<file path="src/rtl/average_calc_pkg.sv">
// Shared types for the averaging controller and the datapath bench.
package average_calc_pkg;

    typedef enum logic [2:0] {
        IDLE  = 3'd0,
        INIT  = 3'd1,
        ACCUM = 3'd2,
        SHIFT = 3'd3,
        DONE  = 3'd4
    } avg_state_t;

endpackage

</file>
<file path="src/rtl/average_calc_controller_if.sv">
// Sample handshake and datapath command bundle for the averaging controller.
interface average_calc_controller_if;

    logic start;
    logic in_valid;
    logic in_ready;
    logic load;
    logic shift;
    logic init_sum;
    logic init_shift;
    logic busy;
    logic done;

    modport master (
        input  start, in_valid,
        output in_ready, load, shift, init_sum, init_shift, busy, done
    );

    modport slave (
        output start, in_valid,
        input  in_ready, load, shift, init_sum, init_shift, busy, done
    );

endinterface

</file>
<file path="src/rtl/avg_sample_counter.sv">
// Mod-N sample counter with enable, synchronous clear and registered terminal-count flag.
module avg_sample_counter #(
    parameter  int unsigned N     = 4,
    localparam int unsigned CNT_W = $clog2(N)
) (
    input  logic clk,
    input  logic rst_n,
    input  logic clr_i,
    input  logic en_i,
    output logic tc_o
);

    logic [CNT_W-1:0] cnt_q, cnt_d;
    logic             tc_q;

    always_comb begin
        cnt_d = cnt_q;
        if (clr_i) begin
            cnt_d = '0;
        end else if (en_i) begin
            cnt_d = (cnt_q == CNT_W'(N - 1)) ? '0 : cnt_q + CNT_W'(1);
        end
    end

    // tc tracks the next count so it is valid in the same cycle as cnt_q
    always_ff @(posedge clk) begin
        if (!rst_n) begin
            cnt_q <= '0;
            tc_q  <= 1'b0;
        end else begin
            cnt_q <= cnt_d;
            tc_q  <= (cnt_d == CNT_W'(N - 1));
        end
    end

    assign tc_o = tc_q;

endmodule

</file>
<file path="src/rtl/average_calc_controller.sv">
// Averaging controller: start -> init -> collect N samples -> shift -> done.
// Optional abort input enabled by defining AVG_CTRL_ABORT_EN.
module average_calc_controller
    import average_calc_pkg::*;
#(
    parameter int unsigned N = 4
) (
    input  logic clk,
    input  logic rst_n,
`ifdef AVG_CTRL_ABORT_EN
    input  logic abort,
`endif
    average_calc_controller_if.master bus
);

    avg_state_t state_q, state_d;
    logic       busy_q, init_q, shift_q, done_q, in_ready_q;
    logic       abort_c, accept_c, tc_c;
    logic       cnt_en_c, cnt_clr_c;

`ifdef AVG_CTRL_ABORT_EN
    assign abort_c = abort;
`else
    assign abort_c = 1'b0;
`endif

    assign accept_c = in_ready_q & bus.in_valid & ~abort_c;

    avg_sample_counter #(.N(N)) u_cnt (
        .clk   (clk),
        .rst_n (rst_n),
        .clr_i (cnt_clr_c),
        .en_i  (cnt_en_c),
        .tc_o  (tc_c)
    );

    // Next-state and counter control
    always_comb begin
        state_d   = state_q;
        cnt_en_c  = 1'b0;
        cnt_clr_c = 1'b0;
        case (state_q)
            IDLE:  if (bus.start) state_d = INIT;
            INIT: begin
                state_d   = ACCUM;
                cnt_clr_c = 1'b1;
            end
            ACCUM: begin
                if (accept_c) begin
                    cnt_en_c = 1'b1;
                    if (tc_c) begin
                        state_d   = SHIFT;
                        cnt_clr_c = 1'b1;
                    end
                end
            end
            SHIFT:   state_d = DONE;
            DONE:    state_d = IDLE;
            default: state_d = IDLE;
        endcase
        if (abort_c && (state_q == INIT || state_q == ACCUM || state_q == SHIFT)) begin
            state_d   = IDLE;
            cnt_clr_c = 1'b1;
        end
    end

    // Moore outputs registered from the next state so they line up with state_q
    always_ff @(posedge clk) begin
        if (!rst_n) begin
            state_q    <= IDLE;
            busy_q     <= 1'b0;
            init_q     <= 1'b0;
            shift_q    <= 1'b0;
            done_q     <= 1'b0;
            in_ready_q <= 1'b0;
        end else begin
            state_q    <= state_d;
            busy_q     <= (state_d != IDLE);
            init_q     <= (state_d == INIT);
            shift_q    <= (state_d == SHIFT);
            done_q     <= (state_d == DONE);
            in_ready_q <= (state_d == ACCUM);
        end
    end

    assign bus.in_ready   = in_ready_q;
    assign bus.load       = accept_c;
    assign bus.shift      = shift_q & ~abort_c;
    assign bus.init_sum   = init_q;
    assign bus.init_shift = init_q;
    assign bus.busy       = busy_q;
    assign bus.done       = done_q;

endmodule

</file>
<file path="src/flat_wrapper.sv">
// flat-port wrapper written by rule: the top's interface ports become plain ports
module average_calc_controller_flat import average_calc_pkg::*;
#(
    parameter int unsigned N = 4
)
  (clk, rst_n, bus_start, bus_in_valid, bus_in_ready, bus_load, bus_shift, bus_init_sum, bus_init_shift, bus_busy, bus_done);
  average_calc_controller_if bus_i ();
  input  logic clk;
  input  logic rst_n;
  input wire logic [$bits(bus_i.start)-1:0] bus_start;
  input wire logic [$bits(bus_i.in_valid)-1:0] bus_in_valid;
  output wire logic [$bits(bus_i.in_ready)-1:0] bus_in_ready;
  output wire logic [$bits(bus_i.load)-1:0] bus_load;
  output wire logic [$bits(bus_i.shift)-1:0] bus_shift;
  output wire logic [$bits(bus_i.init_sum)-1:0] bus_init_sum;
  output wire logic [$bits(bus_i.init_shift)-1:0] bus_init_shift;
  output wire logic [$bits(bus_i.busy)-1:0] bus_busy;
  output wire logic [$bits(bus_i.done)-1:0] bus_done;
  assign bus_i.start = bus_start;
  assign bus_i.in_valid = bus_in_valid;
  assign bus_in_ready = bus_i.in_ready;
  assign bus_load = bus_i.load;
  assign bus_shift = bus_i.shift;
  assign bus_init_sum = bus_i.init_sum;
  assign bus_init_shift = bus_i.init_shift;
  assign bus_busy = bus_i.busy;
  assign bus_done = bus_i.done;
  average_calc_controller #(.N(N)) u_core (.clk(clk), .rst_n(rst_n), .bus(bus_i));
endmodule
</file>
<file path="config.mk">
export PLATFORM = sky130hd
export DESIGN_NAME = average_calc_controller_flat
export DESIGN_NICKNAME = d
export VERILOG_FILES = /design/src/rtl/average_calc_pkg.sv /design/src/rtl/average_calc_controller_if.sv /design/src/rtl/avg_sample_counter.sv /design/src/rtl/average_calc_controller.sv /design/src/flat_wrapper.sv
export SDC_FILE = /design/constraint.sdc
export NUM_CORES = 1
export LEC_CHECK = 0
export ABC_AREA = 1
export CAP_MARGIN = 15
export CORE_AREA = 2 2 39 41
export CTS_CLUSTER_SIZE = 14
export DETAILED_ROUTE_END_ITERATION = 12
export DIE_AREA = 0 0 41 43
export HOLD_SLACK_MARGIN = 0.12
export PLACE_DENSITY = 0.61
export REMOVE_ABC_BUFFERS = 1
export SYNTH_ARGS = -nofsm -noshare
export SYNTH_HDL_FRONTEND = slang
export SYNTH_SLANG_ARGS = --single-unit
</file>
<file path="constraint.sdc">
create_clock -name clk -period 1.6 [get_ports clk]
set_clock_uncertainty 0.15 [all_clocks]
set_input_delay 0.32 -clock clk [delete_from_list [all_inputs] [get_ports clk]]
set_output_delay 0.32 -clock clk [all_outputs]
set_load 0.01 [all_outputs]
</file>
# [Word-level counts from Yosys, hierarchy flattened]
# Cells that the tools add are included.
[totals] ff_bits=11 inputBits=4 output_inout_bits=7 wordCells=33
[op_classes] n_addsub=1 n_eq_ne=9 muxes=12 bitwise=1 n_reduce_logical=2
[ops] operator="== test 3 x 2 -> 1 bit (second input constant)" count=4
[ops] operator="case mux 3 bit (4 select lines)" count=1
[ops] operator="two-way mux 3 bit" count=3
[ops] operator="== test 3 x 1 -> 1 bit (second input constant)" count=2
[ops] operator="two-way mux 2 bit" count=3
[ops] operator="== test 2 bit (second input constant)" count=2
[ops] operator="two-way mux 1 bit" count=4
[ops] operator="== test 3 bit (second input constant)" count=1
[ops] operator="zero test 3 bit" count=1
[ops] operator="nonzero test 3 bit" count=1
[ops] operator="adder 2 x 1 -> 2 bit (second input constant)" count=1
[ops] operator="case mux 1 bit (2 select lines)" count=1
[ops] operator="AND 1 bit" count=1

# [Longest topological paths before layout]
[depth] word_depth=6 mapped_depth=8

# [Cells and area by module]
# Synthesis repeated with hierarchy kept, for this count alone.
[hier_totals] cells_unflattened=57 area_unflattened_um2=435.4
[by_module_without_submodules] mod="average_calc_controller" instances=1 cells_each=38 area_per_inst_um2=296.5 seq_area_each_um2=160.2
[by_module_without_submodules] mod="avg_sample_counter" instances=1 cells_each=19 area_per_inst_um2=138.9 seq_area_each_um2=60.1

# [Least setup slack after synthesis]
# Ideal clock, no wire load.
[synth_timing] kind="reg-to-reg" startpoint="register u_core.in_ready_q (netlist: u_core.bus.in_ready)" endpoint="register u_core.u_cnt.cnt_q[0]" setup_time_ns=0.120 t_arrival_ns=0.853 path_slack_ns=0.478 path_stages_with_launch=8 n_path_buf=0 synth_period_minus_slack_ns=1.122 cell_sequence="dfxtp_1 > nand2_2 > nor2_1 > nand2_2 > nand2_2 > inv_1 > nand2_2 > nor2_1"
[synth_via] elab_chain_len=5 word_cells_on_any_way=7 classes_between="mux (6); bitwise (1)"
[synth_rtl] item="start: declaration" line="average_calc_controller.sv:17" text="logic busy_q, init_q, shift_q, done_q, in_ready_q;"
[synth_rtl] item="start signal: assignment" line="average_calc_controller.sv:82" text="in_ready_q <= (state_d == ACCUM);"
[synth_rtl] item="AND 1 bit *" line="average_calc_controller.sv:27" text="assign accept_c = in_ready_q & bus.in_valid & ~abort_c;"
[synth_rtl] item="two-way mux 1 bit" line="average_calc_controller.sv:49" text="if (accept_c) begin"
[synth_rtl] item="two-way mux 1 bit" line="average_calc_controller.sv:42" text="case (state_q)"
[synth_rtl] item="two-way mux 2 bit" line="avg_sample_counter.sv:20" text="end else if (en_i) begin"
[synth_rtl] item="two-way mux 2 bit *" line="avg_sample_counter.sv:18" text="if (clr_i) begin"
[synth_rtl] item="end signal: assignment" line="avg_sample_counter.sv:31" text="cnt_q <= cnt_d;"
[synth_rtl] item="end: declaration" line="avg_sample_counter.sv:13" text="logic [CNT_W-1:0] cnt_q, cnt_d;"
# Mark *: on every way between the ends. The rest lies on a longest branch, timed or not.
# A chain may end at the register's enable or synchronous reset.

# [Worst setup path after layout]
[layout_timing] startpoint="input bus_in_valid" endpoint="output bus_load"
[layout_via] elab_chain_len=1
[layout_rtl] item="start: declaration" line="flat_wrapper.sv:11" text="input wire logic [$bits(bus_i.in_valid)-1:0] bus_in_valid;"
[layout_rtl] item="AND 1 bit" line="average_calc_controller.sv:27"
[layout_rtl] item="end: declaration" line="flat_wrapper.sv:13" text="output wire logic [$bits(bus_i.load)-1:0] bus_load;"
# Every way passes these cells.

==> results.cfg <==
[status]
status = completed

[cts]
holdBufCountCts = 0
clock-root-buffer = clkbuf_4
h-tree-depth = 1
cts_setup_buffers = 0
clk_pin_slew_ns = 0.07
clk_latency_ns = 0.27
numCtsBuffers = 3
cts_tree = yes
clk_path_buf_depth = 2
clock-sinks = 11

[synthesis]
ys_seq_elements = 11
syn-cell-area_sq_um = 450.4
ys_seq_area_share_pct = 48.89
yosys_warnings = 0
syn_inst = 58
ys_types = 15
postSynthAreaPerCell_sq_um = 7.766

[global_routing]
gr-usage-all-layers_pct = 12.47
antenna_found_initial = 0
grt_pass1_wl_um = 1373
grt_pass1_vias = 358
gr-total-overflow = 0
grt_max_degree = 8

[route]
drt_iter0_drc = 11
ant_nets = 0
wire_per_inst_um = 9.244
via_count = 385
drtPass1Iterations = 3
via_per_inst = 4.278
drc = 0
wl_um = 832

[placement]
gp_congestion = 0.7266
place_ws_ns = -0.3063
portBuffers = 10
hpwlAfterDp_um = 637.9
dp.cells = 86

[die]
core-area_sq_um = 1384
start_util_pct = 32.55
fp.dieW_um = 41
dieArea_sq_um = 1763
die_h_um = 43
io_pins = 11
rows = 14

[timing]
hold-worst-slack_ns = 0.3558
rsz0062_at_grt = no
worst_pin_slew_ns = 0.2371
setup_viol = 0
finalHoldViolCount = 0
timing.final.ws_setup_ns = 0.1078
finalMaxSlewViolations = 0
layout_min_cycle_time_ns = 1.492
fin_setup_tns_ns = 0
max_freq_mhz = 670.1
slew_headroom_pct = 84.18
min_period_over_period_pct = 93.26

[run]
maxCapViolations = 0

[layout]
fin_cells = 90
synthToLayoutAreaGrowth_pct = 35.56
layout_common_cells = nand2_1, dfxtp_1, inv_1
nNetsFinal = 80
drive_gt1_share_pct = 28.38
diodes = 0

[power_and_ir_drop]
p_per_area_nw_per_um2 = 895.5
peakVddDrop_v = 0.0003623
p_total_mw = 0.5468
p_leak_nw = 0.3487

[worst_setup_path]
crit_arrival_ns = 1.02
critPathRequiredTime_ns = 1.13
crit_fanout = 2
critPathLaunchType = input port
cp-end-kind = output port
critical_path_class = input port to output port

[worst_hold_path]
hp-class = flip-flop to flip-flop
==> area by class of cell <==
type	instances	area [sq um]
Inverter	11	41.29
Timing Repair Buffer	13	121.4
Clock buffer	4	26.28
Multi-Input combinational cell	35	181.4
Fill cell	153	773.2
Sequential cell	11	220.2
Tap cell	16	20.02
==> Yosys cell counts, drive strengths merged <==
master   n  share of area [%]
dfxtp   11                 49
buf      1                1.7
nor2    10                 11
nand2   17                 18
nor3     2                2.2
nand3    2                3.3
ha       1                2.8
inv     11                9.2
a21oi    1                1.1
nand4    1                1.4
a31oi    1                1.4
==> worst paths after layout <==
path / from / end / slack, ns / depth (start not counted)
min reg2reg: u_core.state_q[2]$_SDFF_PN0_ / u_core.bus.busy$_SDFF_PN0_ / 0.36 / 3
min: u_core.state_q[2]$_SDFF_PN0_ / u_core.bus.busy$_SDFF_PN0_ / 0.36 / 3
max: bus_in_valid / bus_load / 0.11 / 4
max reg2reg: u_core.bus.in_ready$_SDFF_PN0_ / u_core.u_cnt.cnt_q[0]$_SDFF_PN0_ / 0.37 / 8
==> routing by layer <==
metal	vias up	wire [um]	GRT usage, %	part of all wire [%]
li1	205	-	-	-
met5	-	0	0	0
met3	5	52	3.141	6.3
met2	11	358	15.63	43
met1	164	376	15.21	45
met4	0	44	14.00	5.3
==> worst max-delay path: stages <==
cell	delay, ns
clkdlybuf4s50_1	0.47
nand2_2	0.05
inv_1	0.06
buf_2	0.12
==> cells by family after synthesis <==
logic type               count (synthesis)  synth area share (%)
AO/OA/AOI/OAI                            2                 2.500
adder cells (fa/ha/maj)                  1                 2.777
buffers and inverters                   12                 10.83
flip-flops                              11                 48.89
AND/OR/NAND/NOR                         32                 35.00
==> registers in the layout, indices dropped and copies added (netlist names) <==
signal                 cells
u_core.state_q             3
u_core.u_cnt.cnt_q         2
u_core.bus.busy            1
u_core.bus.done            1
u_core.bus.in_ready        1
u_core.bus.init_shift      1
u_core.bus.shift           1
u_core.u_cnt.tc_o          1
==> power by group <==
part | total (mW) | internal, mW | switching [mW]
Combinational | 0.0642 | 0.0301 | 0.0341
Sequential | 0.290 | 0.284 | 0.00615
Clock | 0.193 | 0.0967 | 0.0960
==> stage by stage <==
| step | util [%] | cell area [sq um] |
|---|---|---|
| 6_report | 44.12 | 610.6 |
| 5_1_grt | 44.12 | 610.6 |
| 4_1_cts | 44.03 | 609.3 |
| 3_5_place_dp | 42.31 | 585.6 |
| 3_3_place_gp | 42.31 | 585.6 |
| 2_1_floorplan | - | 442.9 |
==> repair_timing <==
action                     in CTS  in global routing
gates cloned                    0                  0
setup endpoints to repair       4                  4
resized for setup               6                  4
Power figures use the tool's default switching activity.
